File: src/rtl/obuf_bias_sel_multi.sv
// Multi-channel OBUF bias-select tracker: per-channel partial-sum vs bias-path select,
// DDR/PE routing and bias-switch block handshake, driven by a shared loop nest.

module obuf_bias_sel_ch #(
  parameter int LOOP_ID_W = 5,
  parameter int DEPTH     = 1 << LOOP_ID_W
) (
  input  logic                 clk,
  input  logic                 reset,
  input  logic                 busy,
  input  logic                 start,
  input  logic                 done,
  input  logic                 cfg_we,
  input  logic                 dep_wdata,
  input  logic [LOOP_ID_W-1:0] loop_id,
  input  logic [LOOP_ID_W-1:0] loop_index,
  input  logic                 loop_enter,
  input  logic                 loop_exit,
  input  logic                 loop_enter_dly,
  input  logic                 loop_exit_dly,
  input  logic                 loop_stall,
  input  logic                 loop_index_valid,
  input  logic                 loop_last_iter,
  input  logic                 blk_armed,
  input  logic                 sw_load_evt,
  input  logic                 compute_req,
  input  logic                 compute_done,
  output logic                 prev_bias,
  output logic                 ddr_pe_sw,
  output logic                 block
);

  logic [DEPTH-1:0] dep;
  logic [DEPTH-1:0] status;
  logic             sw_reg;
  logic             patch;
  logic             req_d1;
  logic [1:0]       cdone_pipe;
  logic             dep_cur;

  assign dep_cur = dep[loop_index];

  always_ff @(posedge clk) begin
    if (!reset) begin
      dep        <= '0;
      status     <= '0;
      prev_bias  <= 1'b0;
      ddr_pe_sw  <= 1'b1;
      sw_reg     <= 1'b0;
      block      <= 1'b0;
      patch      <= 1'b0;
      req_d1     <= 1'b0;
      cdone_pipe <= '0;
    end else begin
      if (cfg_we)
        dep[loop_id] <= dep_wdata;

      // status remembers the select a loop had when it was last left
      if (!busy)
        status[loop_id] <= 1'b0;
      else if (loop_enter_dly)
        status[loop_index] <= prev_bias;
      else if (loop_exit && !dep_cur)
        status[loop_index] <= 1'b1;

      if (!busy)
        prev_bias <= 1'b0;
      else if (loop_enter && loop_exit_dly)
        prev_bias <= status[loop_index];
      else if (loop_index_valid && !loop_stall && !dep_cur)
        prev_bias <= 1'b1;

      if (!busy)
        ddr_pe_sw <= 1'b1;
      else if ((loop_enter || loop_index_valid) && !dep_cur)
        ddr_pe_sw <= loop_last_iter;

      if (compute_done && prev_bias)
        sw_reg <= 1'b0;
      else if (blk_armed && sw_load_evt)
        sw_reg <= prev_bias;

      cdone_pipe <= {cdone_pipe[0], compute_done};
      req_d1     <= compute_req;

      if (cdone_pipe[1] && compute_req && blk_armed && !prev_bias)
        block <= 1'b1;
      else if (compute_req && !req_d1)
        block <= patch ? 1'b0 : sw_reg;

      // patch masks one stale block carried into the next layer's first request
      if (done)
        patch <= 1'b0;
      else if (start && block)
        patch <= 1'b1;
    end
  end

endmodule

module obuf_bias_sel_multi #(
  parameter int LOOP_ID_W     = 5,
  parameter int ADDR_STRIDE_W = 16,
  parameter int NUM_CH        = 2
) (
  input  logic                            clk,
  input  logic                            reset,
  input  logic                            start,
  input  logic                            done,
  input  logic [NUM_CH*ADDR_STRIDE_W-1:0] obuf_stride,
  input  logic                            obuf_stride_v,
  input  logic [LOOP_ID_W-1:0]            cfg_block_loop_id,
  input  logic [1:0]                      cfg_force_mode,
  input  logic                            loop_last_iter,
  input  logic                            loop_stall,
  input  logic                            loop_enter,
  input  logic                            loop_exit,
  input  logic                            loop_index_valid,
  input  logic [LOOP_ID_W-1:0]            loop_index,
  input  logic [NUM_CH-1:0]               bias_sw_compute_req,
  input  logic [NUM_CH-1:0]               bias_sw_compute_done,
  output logic [NUM_CH-1:0]               bias_prev_sw,
  output logic [NUM_CH-1:0]               ddr_pe_sw,
  output logic [NUM_CH-1:0]               bias_prev_sw_block,
  output logic                            cfg_err
);

  localparam int                   DEPTH   = 1 << LOOP_ID_W;
  localparam logic [LOOP_ID_W-1:0] LID_MAX = '1;

  typedef enum logic {IDLE = 1'b0, BUSY = 1'b1} state_t;

  state_t                 state;
  logic [LOOP_ID_W-1:0]   loop_id;
  logic                   loop_exit_dly;
  logic                   loop_enter_dly;
  logic                   last_d1;
  logic                   last_rise_dly;
  logic                   busy;
  logic                   cfg_we;
  logic                   blk_armed;
  logic                   sw_load_evt;
  logic [NUM_CH-1:0]      prev_bias;

  assign busy        = (state == BUSY);
  assign cfg_we      = obuf_stride_v && !done && (loop_id != LID_MAX);
  assign blk_armed   = (loop_id == cfg_block_loop_id);
  assign sw_load_evt = last_rise_dly || done;

  always_ff @(posedge clk) begin
    if (!reset) begin
      state          <= IDLE;
      loop_id        <= '0;
      cfg_err        <= 1'b0;
      loop_exit_dly  <= 1'b0;
      loop_enter_dly <= 1'b0;
      last_d1        <= 1'b0;
      last_rise_dly  <= 1'b0;
    end else begin
      case (state)
        IDLE:    if (start) state <= BUSY;
        BUSY:    if (done)  state <= IDLE;
        default: state <= IDLE;
      endcase

      // the last table slot is never written; hitting it flags an overrun
      if (done) begin
        loop_id <= '0;
        cfg_err <= 1'b0;
      end else if (obuf_stride_v) begin
        if (loop_id == LID_MAX) cfg_err <= 1'b1;
        else                    loop_id <= loop_id + 1'b1;
      end

      loop_exit_dly  <= loop_exit;
      loop_enter_dly <= loop_enter;
      last_d1        <= loop_last_iter;
      last_rise_dly  <= loop_last_iter && !last_d1;
    end
  end

  for (genvar c = 0; c < NUM_CH; c++) begin : g_ch
    obuf_bias_sel_ch #(
      .LOOP_ID_W(LOOP_ID_W),
      .DEPTH    (DEPTH)
    ) u_ch (
      .clk             (clk),
      .reset           (reset),
      .busy            (busy),
      .start           (start),
      .done            (done),
      .cfg_we          (cfg_we),
      .dep_wdata       (|obuf_stride[c*ADDR_STRIDE_W +: ADDR_STRIDE_W]),
      .loop_id         (loop_id),
      .loop_index      (loop_index),
      .loop_enter      (loop_enter),
      .loop_exit       (loop_exit),
      .loop_enter_dly  (loop_enter_dly),
      .loop_exit_dly   (loop_exit_dly),
      .loop_stall      (loop_stall),
      .loop_index_valid(loop_index_valid),
      .loop_last_iter  (loop_last_iter),
      .blk_armed       (blk_armed),
      .sw_load_evt     (sw_load_evt),
      .compute_req     (bias_sw_compute_req[c]),
      .compute_done    (bias_sw_compute_done[c]),
      .prev_bias       (prev_bias[c]),
      .ddr_pe_sw       (ddr_pe_sw[c]),
      .block           (bias_prev_sw_block[c])
    );
  end

  // force overrides only what leaves the block; tracking state keeps running
  always_comb begin
    bias_prev_sw = prev_bias;
    case (cfg_force_mode)
      2'd1:    bias_prev_sw = '0;
      2'd2:    bias_prev_sw = '1;
      default: bias_prev_sw = prev_bias;
    endcase
  end

endmodule

File: config.mk
export PLATFORM = sky130hd
export DESIGN_NAME = obuf_bias_sel_multi
export DESIGN_NICKNAME = d
export VERILOG_FILES = /design/src/rtl/obuf_bias_sel_multi.sv
export SDC_FILE = /design/constraint.sdc
export NUM_CORES = 1
export LEC_CHECK = 0
export BUFFER_PORTS_ARGS = -buffer_cell sky130_fd_sc_hd__buf_2
export CORE_MARGIN = 8
export CORE_UTILIZATION = 50
export CTS_CLUSTER_DIAMETER = 50
export DETAILED_ROUTE_END_ITERATION = 16
export GPL_TIMING_DRIVEN = 0
export PLACE_DENSITY = 0.67
export SETUP_SLACK_MARGIN = 0.5
export SLEW_MARGIN = 20
export SYNTH_ARGS = -nofsm -noshare
export SYNTH_HDL_FRONTEND = slang
export SYNTH_SLANG_ARGS = --single-unit
export TNS_END_PERCENT = 5
File: constraint.sdc
create_clock -name clk -period 3.4 [get_ports clk]
set_input_delay 0 -clock clk [delete_from_list [all_inputs] [get_ports clk]]
set_output_delay 0 -clock clk [all_outputs]
set_load 0.005 [all_outputs]
---- After elaboration in Yosys (flattened, before gate mapping) ----
Cells that the tools add are included.
operators by class
  add/sub/neg operators ................... 1
  order comparisons ....................... 4
  eq/ne operators ......................... 7
  multiplexer cells ....................... 36
  bitwise logic cells ..................... 8
  reductions and logical operators ........ 49
operator list
  cell                                                                                  number
  32-bit two-way mux                                                                    6
  32-bit bitwise mux                                                                    4
  32-bit bitwise AND                                                                    2
  32-bit OR                                                                             2
  32-bit inverter                                                                       1
  16-bit OR reduction                                                                   2
  1-bit logical AND                                                                     26
  1-bit binary-select mux with 5-bit select                                             4
  1-bit two-way mux                                                                     18
  5-bit by 6-bit < comparator with 1-bit output (second input constant)                 2
  1-bit demux with 5-bit select                                                         2
  5-bit by 1-bit greater-or-equal comparator with 1-bit output (second input constant)  2
  1-bit zero test                                                                       9
  2-bit nonzero test                                                                    4
  3-bit by 1-bit inequality test with 1-bit output (second input constant)              2
  2-bit AND reduction                                                                   3
  2-bit OR reduction                                                                    3
  5-bit by 1-bit adder with 5-bit output (second input constant)                        1
  5-bit == test                                                                         1
  5-bit == test (second input constant)                                                 1
  5-bit inequality test (second input constant)                                         1
  2-bit one-hot mux with 2 select lines                                                 1
  1-bit inverter                                                                        3
  2-bit by 1-bit == test with 1-bit output (second input constant)                      1
  3 further kinds                                                                       4
storage, ports and cells
  flip-flop bits (word level) ............. 155
  input bits .............................. 58
  word-level logic and storage cells ...... 130

---- Depth between registers and ports, before layout ----
  word-level depth ........................ 8
  depth in mapped cells ................... 11

---- Hierarchy ----
Synthesis repeated with hierarchy kept, for this count alone.
second synthesis, totals
  cells, all modules ...................... 1418
  area total of the unflattened synthesis .. 10852.9 um^2
by module, submodules not included
  module                            instances  cells an instance  area an instance (um^2)  seq. area each (um^2)
  obuf_bias_sel_ch at g_ch[1].u_ch  1          716                5436.5                   1441.4
  obuf_bias_sel_ch at g_ch[0].u_ch  1          635                4839.6                   1441.4
  obuf_bias_sel_multi               1          67                 576.8                    220.2

---- Worst setup path after synthesis ----
OpenSTA, ideal clock, no wires.
  kind .................................... register to register
  start point ............................. register loop_id[0]
  end point ............................... register g_ch[0].u_ch.dep[15]
  setup time .............................. 0.116 ns
  arrival time ............................ 2.292 ns
  path slack .............................. 0.991 ns
  cell stages (with the launch flop) ...... 12
  path buffers ............................ 2
  period minus slack after synthesis ...... 2.409 ns
  path through ............................ dfxtp_1 > ha_1 > clkbuf_1 > and3_1 > ha_1 > nor2b_1 > clkbuf_1 > nor2b_1 > nand2_1 > nor2_1 > nand2_1 > o211a_1
on the way
  word-level cells in the longest chain between the ends .. 5
  elaborated cells between the ends (all ways) .. 8
  those cells by class .................... order compare (2); eq/ne (1); mux (3); reduce/logical (2)
RTL lines
  what                                                                                                                                                        line  text
  start: declaration                                                                                                                                          134   logic [LOOP_ID_W-1:0] loop_id;
  start signal: assignment                                                                                                                                    172   else loop_id <= loop_id + 1'b1;
  5-bit by 6-bit < comparator with 1-bit output (not written as such) / 5-bit by 1-bit greater-or-equal comparator with 1-bit output (equally long branches)  56    dep[loop_id] <= dep_wdata;
  1-bit logical AND (not written as such)                                                                                                                     56
  1-bit two-way mux (not written as such)                                                                                                                     56
  1-bit demux with 5-bit select                                                                                                                               -
  32-bit bitwise mux                                                                                                                                          56
  end signal: indexed assignment                                                                                                                              56
  end: declaration                                                                                                                                            33    logic [DEPTH-1:0] dep;
Several ways; a longest one is shown, not always the timed one.
A chain may end at the register's enable or synchronous reset.

---- Worst setup path in the final report ----
  start point ............................. register loop_id[0]
  end point ............................... register g_ch[0].u_ch.dep[22]
Same word-level chain as after synthesis.

==> flow_summary_export.csv <==
group,metric,value,unit
timing,timing.max_slew.rel_slack,0.209,
status,outcome,"finished, final reports clean",
route,finalWirelength,30400,µm
cts,ctsLongestPathBuffers,2,
timing,rsz0062_at_grt,"yes",
final_layout,layout-drive-gt1-share,0.188,
final_layout,finish.net_count,1213,
timing,max_clock_freq,363,MHz
pwr,design_power_total,4.47,mW
cts,numCtsBuffers,17,
global_routing,grt_antenna_before_repair,0,
cts,clock_tree.root_cell,"sky130_fd_sc_hd__clkbuf_16",
critical_path,worst_setup_path_end_kind,"flip-flop",
min_path,min-delay-path-class,"in -> reg",
final_layout,fillerInstances,1605,
global_routing,top_usage_layer,"met2",
floorplanning,core_region_area,17800,µm²
route,ant_nets,0,
cts,cts.sink_count,155,
timing,final_max_slew_viol_count,0,
global_routing,use_met2,0.400,
floorplanning,die_w,150,µm
floorplanning,core.rowCount,49,
pwr,cellLeakagePower,4.72,nW
floorplanning,io-pin-count,65,
synthesis,async_flop_share,0,
synthesis,post_synthesis_instance_total,1056,
synthesis,post_synthesis_share_of_cell_area_spent_on_xor_and_xnor_gates,0.00776,
flow_run,max_cap_violations,0,
synthesis,yosys_warnings,0,
cts,clock_latency,0.43,ns
global_routing,first_global_vias,8217,
cts,cts.htree.levels,4,
critical_path,timing.critical_path.arrival,3.08,ns
critical_path,path_max_fanout,9,
place,dp_hpwl,21400,µm
critical_path,timing_worst_setup_path_type,"reg -> reg",
synthesis,synth_enable_flop_cells,0,
cts,tritoncts,"done",
synthesis,synth_compound_area_frac,0.280,
global_routing,grt_max_degree,17,
global_routing,global_route_wire_length_before_repair,46000,µm
timing,final.setup_skew,0.00677,ns
route,routed_via_density,6.32,
floorplanning,die_height,150,µm
synthesis,mean_instance_size_in_the_synthesized_netlist,8.55,µm²
global_routing,grt_usage,0.265,
route,dr.pass1.iters,8,
synthesis,ys_seq_area_frac,0.344,
synthesis,synthSimpleGateAreaFrac,0.177,
global_routing,use_met1,0.352,
place,placer_congestion,0.978,
timing,post-route-period-util,0.809,
pwr,worst_case_vdd_ir_drop,364,µV
synthesis,synth-adder-area-share,0.00831,
synthesis,yosysUniqueCellTypes,59,
route,wire_per_inst,21.8,µm
synthesis,synth-seq-cells,155,
pwr,cellPowerDensity,428,nW/µm²
synthesis,synth_area,9030,µm²
final_layout,reg_top3,"g_ch.u_ch.dep x64, g_ch.u_ch.status x64, loop_id x5",
timing,report.final.setup_viol,0,
route,drtIter0Drc,1080,
final_layout,num_antenna_cells,0,
timing,hold_viol_final,0,
synthesis,mux_share_of_post_synthesis_cell_area,0.127,
timing,final.setup.tns,0,ns
global_routing,gr-usage-met3,0.0544,
route,drc,0,
synthesis,synth_nets,1120,
global_routing,total_congestion_overflow_after_global_routing,0,
synthesis,synth_ff_type,"sky130_fd_sc_hd__dfxtp_1",
floorplanning,initial_utilization,0.506,
place,portBuffers,61,
cts,worst_path_clk_slew,0.06,ns
synthesis,dominant_combinational_cell_family_by_area_after_synthesis,"compound AO/OA/AOI/OAI gates",
final_layout,multiInputGateArea,5520,µm²
critical_path,worst_ep_required_time,3.73,ns
final_layout,layout-area-overhead-vs-synth,15.8,%
route,total_via_count_after_detailed_routing,8797,
timing,post-route-min-period,2.75,ns
final_layout,sequential_cell_area,3100,µm²
critical_path,start_kind,"flip-flop",
timing,worst_slew_pin_slew,1.18,ns
floorplanning,dieArea,22600,µm²
## power breakdown
part	switching, mW	leakage (nW)	total (mW)	internal, mW
sequential	0.0368	1.26	1.90	1.86
combinational	0.362	3.17	0.601	0.238
clock	0.823	0.293	1.97	1.15
total	1.22	4.72	4.47	3.25
## final cells by class
class                   count  share of cell area
multi-input cells         796               0.528
well taps                 229              0.0274
flip-flops and latches    155               0.297
repair buffers             74              0.0414
inverters                  14             0.00503
clock inverters            12              0.0132
plain buffers              91              0.0436
clock buffers              20              0.0446
## cell usage in the layout (no fill, tap or decap), types with 12 or more instances in the layout
| cell | Yosys | final |
|---|---|---|
| sky130_fd_sc_hd__a21o_1 | 18 | 18 |
| sky130_fd_sc_hd__a21oi_1 | 86 | 86 |
| sky130_fd_sc_hd__a221oi_1 | 28 | 28 |
| sky130_fd_sc_hd__a22o_1 | 29 | 29 |
| sky130_fd_sc_hd__and2_1 | 13 | 13 |
| sky130_fd_sc_hd__buf_2 | 14 | 75 |
| sky130_fd_sc_hd__clkbuf_1 | 60 | 58 |
| sky130_fd_sc_hd__clkbuf_16 | 0 | 17 |
| sky130_fd_sc_hd__dfxtp_1 | 155 | 155 |
| sky130_fd_sc_hd__dlygate4sd3_1 | 0 | 12 |
| sky130_fd_sc_hd__inv_1 | 14 | 14 |
| sky130_fd_sc_hd__mux2_2 | 13 | 13 |
| sky130_fd_sc_hd__mux2i_1 | 60 | 60 |
| sky130_fd_sc_hd__mux4_2 | 17 | 17 |
| sky130_fd_sc_hd__nand2_1 | 158 | 154 |
| sky130_fd_sc_hd__nor2_1 | 96 | 68 |
| sky130_fd_sc_hd__nor2_2 | 0 | 28 |
| sky130_fd_sc_hd__nor2b_1 | 14 | 13 |
| sky130_fd_sc_hd__o211a_1 | 56 | 56 |
| sky130_fd_sc_hd__o21a_1 | 29 | 29 |
| sky130_fd_sc_hd__o21ai_0 | 49 | 49 |
## worst paths after layout
path | startpoint | end | slack, ns | cells after the start
worst max-delay path | loop_id[0]$_SDFFE_PP0P_ | g_ch[0].u_ch.dep[22]$_SDFFE_PN0P_ | 0.65 | 11
worst min-delay path | obuf_stride[14] | g_ch[0].u_ch.dep[31]$_SDFFE_PN0P_ | 0.05 | 5
worst max register to register | loop_id[0]$_SDFFE_PP0P_ | g_ch[0].u_ch.dep[22]$_SDFFE_PN0P_ | 0.65 | 11
worst min register to register | last_d1$_SDFF_PN0_ | last_rise_dly$_SDFF_PN0_ | 0.39 | 1
## cell usage after synthesis (all sizes together) (5+ instances only)
master  number  share of area
nor2        96          0.040
mux4        17          0.042
and2        13         0.0090
a32o         8         0.0089
a221oi      28          0.027
nand2b       6         0.0042
mux2i       60          0.067
mux2        14          0.018
clkbuf      60          0.025
o21ai       54          0.031
a31oi        5         0.0035
nand3b       6         0.0050
xor2         5         0.0049
o211a       56          0.062
nor2b       14         0.0097
o21a        29          0.024
nor3         7         0.0039
a21o        18          0.015
buf         31          0.025
inv         14         0.0058
a22o        29          0.028
nor4         9         0.0079
nand2      158          0.066
a21oi       96          0.057
or3b         5         0.0049
a22oi        5         0.0042
ha           6         0.0083
dfxtp      155           0.34
nor3b       11         0.0097
## metrics by stage
stage / util / hold slack (ns) / worst slack [ns] / cells / area (µm²)
global placement: 0.539 / 0.231 / 0.143 / 1346 / 9620
CTS: 0.582 / 0.0458 / 0.447 / 1391 / 10400
detailed placement: 0.540 / 0.235 / 0.101 / 1347 / 9640
finish: 0.586 / 0.0480 / 0.649 / 1391 / 10500
floorplan: - / 0.122 / 0.991 / 1056 / 9030
global route: 0.586 / 0.0709 / 0.459 / 1391 / 10500
## cells by family after synthesis
family,after synthesis
AOI/OAI and AO/OA,344
xor gates and xnor gates,8
adders and majority gates,6
buffers and inverters,105
DFF,155
muxes,91
and+or+nand+nor,347
## per-layer routing
metal / vias to the layer above / wire (µm)
met5: - / 0
met4: 0 / 1270
met3: 96 / 3500
met2: 579 / 12900
met1: 4091 / 12700
li1: 4031 / -
## timing repair
item,4_1_cts,5_1_grt
gates resized for setup,8,29
endpoints found under the hold margin,20,0
setup endpoints to repair,64,55
buffers inserted,0,0
cloned,0,0
hold buffers,12,0
## worst max-delay path, cell delays in order, from the launching register on
cell                       delay (ns)
sky130_fd_sc_hd__dfxtp_1         0.39
sky130_fd_sc_hd__ha_1            0.22
sky130_fd_sc_hd__clkbuf_2        0.24
sky130_fd_sc_hd__and3_1          0.25
sky130_fd_sc_hd__ha_1            0.21
sky130_fd_sc_hd__nor2b_1         0.11
sky130_fd_sc_hd__clkbuf_2        0.22
sky130_fd_sc_hd__nor2b_4         0.28
sky130_fd_sc_hd__nand2_2         0.23
sky130_fd_sc_hd__nor2_2          0.26
sky130_fd_sc_hd__nand2_1         0.09
sky130_fd_sc_hd__o211a_1         0.14
Power figures use the tool's default switching activity.
